File: src/rtl/btb_update_pkg.sv
// Shared definitions for the BTB update path: counter encodings, init FSM
// states, table geometry and entry field offsets.
package btb_update_pkg;

    localparam int INDEX_W = 11;
    localparam int TAG_W   = 2;
    localparam int PC_W    = 13;
    localparam int ENTRY_W = 18;

    localparam int VALID_BIT = 17;
    localparam int STATE_LSB = 15;
    localparam int TAG_LSB   = 13;
    localparam int TGT_LSB   = 0;

    typedef enum logic [1:0] {
        SNT = 2'b00,
        WNT = 2'b01,
        WT  = 2'b10,
        ST  = 2'b11
    } ctr_state_t;

    typedef enum logic {
        INIT = 1'b0,
        RUN  = 1'b1
    } init_state_t;

    function automatic logic [ENTRY_W-1:0] pack_entry(
        input logic             v,
        input logic [1:0]       st,
        input logic [TAG_W-1:0] tag,
        input logic [PC_W-1:0]  tgt
    );
        logic [ENTRY_W-1:0] e;
        e = '0;
        e[VALID_BIT]             = v;
        e[STATE_LSB +: 2]        = st;
        e[TAG_LSB +: TAG_W]      = tag;
        e[TGT_LSB +: PC_W]       = tgt;
        return e;
    endfunction

endpackage

File: src/rtl/btb_sat_counter.sv
// 2-bit saturating up/down counter step for the branch direction state.
module btb_sat_counter (
    input  logic       inc,
    input  logic [1:0] cur,
    output logic [1:0] nxt
);

    always_comb begin
        nxt = cur;
        if (inc) begin
            if (cur != 2'b11) nxt = cur + 2'b01;
        end else begin
            if (cur != 2'b00) nxt = cur - 2'b01;
        end
    end

endmodule

File: src/rtl/btb_update.sv
// BTB update: resolves the E-stage branch, flags mispredicts and writes the
// predictor table; clears the table after reset. BTB_STATS_EN adds counters.
//
// state | meaning
// INIT  | sweeping the table with zero entries, E stage ignored
// RUN   | normal operation, one registered table write per cycle
module btb_update
    import btb_update_pkg::*;
(
    input  logic               CLK,
    input  logic               RSTN,
    input  logic               validE,
    input  logic               is_branchE,
    input  logic               is_jumpE,
    input  logic               takenE,
    input  logic [PC_W-1:0]    pcE,
    input  logic [PC_W-1:0]    targetE,
    input  logic               hit_predictE,
    input  logic [1:0]         stateE,
    input  logic [PC_W-1:0]    prepcE,
    output logic [PC_W-1:0]    nextpcE,
    output logic               fail_predictE,
    output logic [INDEX_W-1:0] w_addr,
    output logic [ENTRY_W-1:0] w_data,
    output logic               wen,
`ifdef BTB_STATS_EN
    output logic [31:0]        br_count,
    output logic [31:0]        miss_count,
`endif
    output logic               init_busy
);

    init_state_t        fsm;
    logic [INDEX_W-1:0] sweep;
    logic [PC_W-1:0]    pc_inc;
    logic [PC_W-1:0]    pred_next;
    logic               ct_e;
    logic               pt;
    logic               at;
    logic [1:0]         st_next;
    logic [TAG_W-1:0]   tag;
    logic               wr_req;
    logic [ENTRY_W-1:0] wr_entry;

    assign init_busy = (fsm == INIT);
    assign pc_inc    = pcE + PC_W'(1);
    assign ct_e      = validE & (is_branchE | is_jumpE) & ~init_busy;
    assign pt        = hit_predictE & stateE[1];
    assign at        = is_jumpE | takenE;
    assign pred_next = pt ? prepcE : pc_inc;
    assign nextpcE   = at ? targetE : pc_inc;
    assign tag       = pcE[PC_W-1:INDEX_W];

    assign fail_predictE = validE & ~init_busy & (nextpcE != pred_next);

    btb_sat_counter u_sat (
        .inc (at),
        .cur (stateE),
        .nxt (st_next)
    );

    always_comb begin
        wr_req   = 1'b0;
        wr_entry = '0;
        if (ct_e) begin
            if (hit_predictE) begin
                wr_req   = 1'b1;
                wr_entry = pack_entry(1'b1, st_next, tag, targetE);
            end else if (at) begin
                wr_req   = 1'b1;
                wr_entry = pack_entry(1'b1, is_jumpE ? ST : WT, tag, targetE);
            end
        end else if (validE && !init_busy && hit_predictE) begin
            // A hit on a non-control-transfer is an alias: drop the entry.
            wr_req   = 1'b1;
            wr_entry = pack_entry(1'b0, SNT, tag, '0);
        end
    end

    always_ff @(posedge CLK or negedge RSTN) begin
        if (!RSTN) begin
            fsm    <= INIT;
            sweep  <= '0;
            wen    <= 1'b0;
            w_addr <= '0;
            w_data <= '0;
        end else begin
            case (fsm)
                INIT: begin
                    wen    <= 1'b1;
                    w_addr <= sweep;
                    w_data <= '0;
                    sweep  <= sweep + INDEX_W'(1);
                    if (sweep == '1) fsm <= RUN;
                end
                RUN: begin
                    wen <= wr_req;
                    if (wr_req) begin
                        w_addr <= pcE[INDEX_W-1:0];
                        w_data <= wr_entry;
                    end
                end
                default: fsm <= INIT;
            endcase
        end
    end

`ifdef BTB_STATS_EN
    always_ff @(posedge CLK or negedge RSTN) begin
        if (!RSTN) begin
            br_count   <= '0;
            miss_count <= '0;
        end else begin
            if (ct_e)          br_count   <= br_count + 32'd1;
            if (fail_predictE) miss_count <= miss_count + 32'd1;
        end
    end
`endif

endmodule

File: config.mk
export PLATFORM = sky130hd
export DESIGN_NAME = btb_update
export DESIGN_NICKNAME = d
export VERILOG_FILES = /design/src/rtl/btb_update_pkg.sv /design/src/rtl/btb_sat_counter.sv /design/src/rtl/btb_update.sv
export SDC_FILE = /design/constraint.sdc
export NUM_CORES = 1
export LEC_CHECK = 0
export ABC_AREA = 1
export BUFFER_PORTS_ARGS = -buffer_cell sky130_fd_sc_hd__buf_2
export CORE_UTILIZATION = 30
export DETAILED_ROUTE_END_ITERATION = 7
export PLACE_DENSITY = 0.62
export SLEW_MARGIN = 20
export SYNTH_ARGS = -nofsm -noshare
export SYNTH_HDL_FRONTEND = slang
export SYNTH_SLANG_ARGS = --single-unit
File: constraint.sdc
create_clock -name CLK -period 2.1 [get_ports CLK]
set_input_delay 0.315 -clock CLK [delete_from_list [all_inputs] [get_ports CLK]]
set_output_delay 0.315 -clock CLK [all_outputs]
set_load 0.02 [all_outputs]
==> summary.md <==
| Metric | Value |
|---|---|
| Synth top area cells | dfrtp_1 (37%), nand2_1 (20%), inv_1 (7.3%) |
| Grt ovf | 0 |
| Hold Crit Class | in2async |
| Most common cell after layout, fill and taps aside | nand2_1 |
| Antenna Violating Nets Remaining | 0 |
| Fin Hold WS | 86.5 ps |
| First-pass GRT wire length | 15.1 mm |
| Util after Layout | 42.1% |
| Area of the core | 9200 um2 |
| CP startpoint | pcE[0] |
| Pint | 1.34 mW |
| CTS sink cnt | 42 |
| Commonest cells after routing, fill and taps aside | nand2_1 (141), buf_2 (88), inv_1 (54), dfrtp_1 (42), nor2_1 (35) |
| RePlAce Congestion | 0.809 |
| Switch Pwr | 0.592 mW |
| RSZ-0062 raised after global routing | true |
| Setup CP Type | in2out |
| Via count | 3159 |
| Run status | finished with violations |
| Worst Tran Pin Value | 572 ps |
| Crit path max fanout | 3 |
| P&R area growth vs syn | 36.5% |
| Tcrit/Tclk final | 99.8% |
| Initial Util | a little under a third |
| TritonCTS clock tree | built |
| Final nets | 593 |
| Die Area | 9850 um2 |
| Net Sw Frac | around 30% |
| Placed cells | 641 |
| Share of layout cells above drive strength 1 | 30.0% |
| Max-cap violations | 0 |
| Number of remaining DRC errors | 2 |
| Final Hold Fails | 0 |
| Top cell type's share of synthesized area | 37.1% |
| Tmin final | about 2100 ps |
| CTS buffer count | 5 |
| Ys async rst share | 100% |
| WL final | 9.04 mm |
| GR Util All Layers | 19.3% |
| Setup violators final | 0 |
| FILL cells | 975 |
| Sequential Power Share | 41.9% |
| CTS root buffer | clkbuf_8 |
| Synthesis Warnings | 0 |
| CP required | 1780 ps |
| # IOs | 93 |
| Worst reg-to-reg path cell count | 7 |
| Syn nets | 477 |
| Flop-to-flop setup slack | 530 ps |
| RR Startpoint | fsm |
| Max clock buf depth | 2 |
| Worst VDD drop | 0.244 mV |
| # diodes | 0 |
| Via/cell ratio | 4.82 |
| Relative max-transition margin | between 60% and 70% |
| Sequential cell area | roughly 1100 um2 |
| P_leak | roughly 2.1 nW |
| Synth Cell Area | 2840 um2 |
| Combinational share of power | 21.7% |
| Total negative slack | 0 ps |
| Site Rows | 35 |
| Synth Instances | about 430 |
| Number of synthesized flops with an enable pin | 0 |
| RR Endpoint | w_addr[4] |
| Number of H-tree levels | 2 |
| Violated checks | DRC |
| Fin. max-slew vios | 0 |
| Clock Pin Slew Worst Setup and Hold Paths | approximately 100 ps |
| Max Clock Skew | 7.01 ps |
| Vias in the first global route | 3229 |
| Chip width | between 90 and 100 um |
| Post-synth top flop | dfrtp_1 |
| Final Instance Count excl. Fillers | 655 |
| Initial antenna violation count | 0 |
| Worst Setup Start Kind | input pin |
| TritonRoute pass-1 iters | 6 |
| Largest area contributor in the netlist | dfrtp_1 |
| Initial detailed-routing violation count | 121 |
| Post-synthesis sequential area ratio | 37.1% |
| Clock Power Share | 36.4% |
| Pwr dens | 498 nW/um2 |
| Clk_lat worst skew | 300 ps |
| Number of library cell types mapped by synthesis | 36 |
| Chip height | 99.2 um |
| CP endpoint kind | output pin |
| Post-Syn Area per Cell | 6.64 um2 |
| Post-DP HPWL | 6.88 mm |
| Footprint of the multi-input gates | 1600 um2 |
| Worst path arrival time | 1780 ps |
| IO Port Bufs | 92 |
| Largest net degree at the start of global routing | 43 |
| Yosys reg bits | 42 |
| Peak Freq | 477 MHz |
| Avg WL per Cell | 13.8 um |
==> how the worst max path moves through the flow <==
stage | endpoint | cells past startpoint
floorplan | fail_predictE | 13
global placement | fail_predictE | 15
detailed placement | fail_predictE | 14
CTS | fail_predictE | 14
global route | fail_predictE | 15
finish | fail_predictE | 16
==> state kept, by name (all words and copies together) (netlist names) <==
register and count:
w_addr 11, w_data 18, fsm 1, wen 1
sweep 11
==> logic make-up after synthesis <==
kind of cell / count (synthesis) / share of synthesized area (%)
AND/OR/NAND/NOR: 251 / 37.4
buffers and inverters: 71 / 9.97
AO/OA/AOI/OAI: 50 / 11.3
flip-flops: 42 / 37.1
XOR/XNOR: 11 / 3.40
adder cells (fa/ha/maj): 2 / 0.882
==> final cells by class <==
type | instances | share of cell area, %
well taps | 111 | 3.59
inverters | 58 | 5.62
repair buffers | 122 | 19.3
multi-input cells | 314 | 41.3
clock buffers | 5 | 1.78
flip-flops and latches | 42 | 27.1
clock inverters | 3 | 1.26
==> cells in the mapped netlist, types with 2 or more instances <==
| master | instances |
|---|---|
| or2_0 | 2 |
| nor2_1 | 37 |
| o21ai_1 | 5 |
| dfrtp_1 | 42 |
| o21ai_0 | 7 |
| clkbuf_1 | 4 |
| nand2_2 | 2 |
| buf_2 | 7 |
| nand4_1 | 9 |
| nand2_1 | 150 |
| o22ai_1 | 14 |
| xor2_1 | 5 |
| xnor2_1 | 6 |
| or2_1 | 3 |
| ha_1 | 2 |
| nand3_1 | 37 |
| inv_1 | 55 |
| nor2_2 | 6 |
| a31oi_1 | 11 |
| inv_2 | 2 |
| buf_4 | 2 |
| a21oi_1 | 5 |
==> metrics by stage <==
step | instance area [um2] | power (mW) | setup slack [ps]
floorplan | 2840 | 1.02 | 74.8
global placement | 3580 | 1.19 | -16.7
detailed placement | 3580 | 1.20 | -85.8
CTS | 3820 | 1.93 | 3.07
global route | 3870 | 2.02 | -134
finish | 3870 | 1.93 | 4.22
==> what timing repair did <==
action / in CTS / in global routing
hold endpoints to repair: 0 / 0
endpoints found under the setup margin: 1 / 2
buffers inserted: 6 / 0
hold buffers: 0 / 0
pin swaps: 12 / 13
resized for setup: 19 / 17
==> layer usage <==
layer,routed length [um],global-route usage [%],up-vias
met2,4380,33.9,97
met4,183,6.79,0
met1,4040,23.6,1451
li1,-,-,1596
met3,432,3.72,15
met5,0,0,-
==> critical path, stage by stage <==
cell and delay [ps]:
buf_8 100, ha_4 170, nand2_4 70, buf_6 100
nand2_2 50, nand2_2 60, nand2_2 60, nand2_2 70
inv_2 30, nor2_2 90, nand3_1 110, nor2_1 120
nand3_1 90, nor2_1 100, a21oi_1 80, buf_4 160
==> power groups by stage <==
| stage | Combinational [mW] | Sequential (mW) | Clock (mW) |
|---|---|---|---|
| final | 0.419 | 0.808 | 0.703 |
| after global routing | 0.468 | 0.808 | 0.748 |
| after CTS | 0.403 | 0.808 | 0.719 |
| after detailed placement | 0.376 | 0.824 | 0 |
| after global placement | 0.369 | 0.824 | 0 |
| after floorplan | 0.195 | 0.824 | 0 |
(Power assumes the default switching activity.)
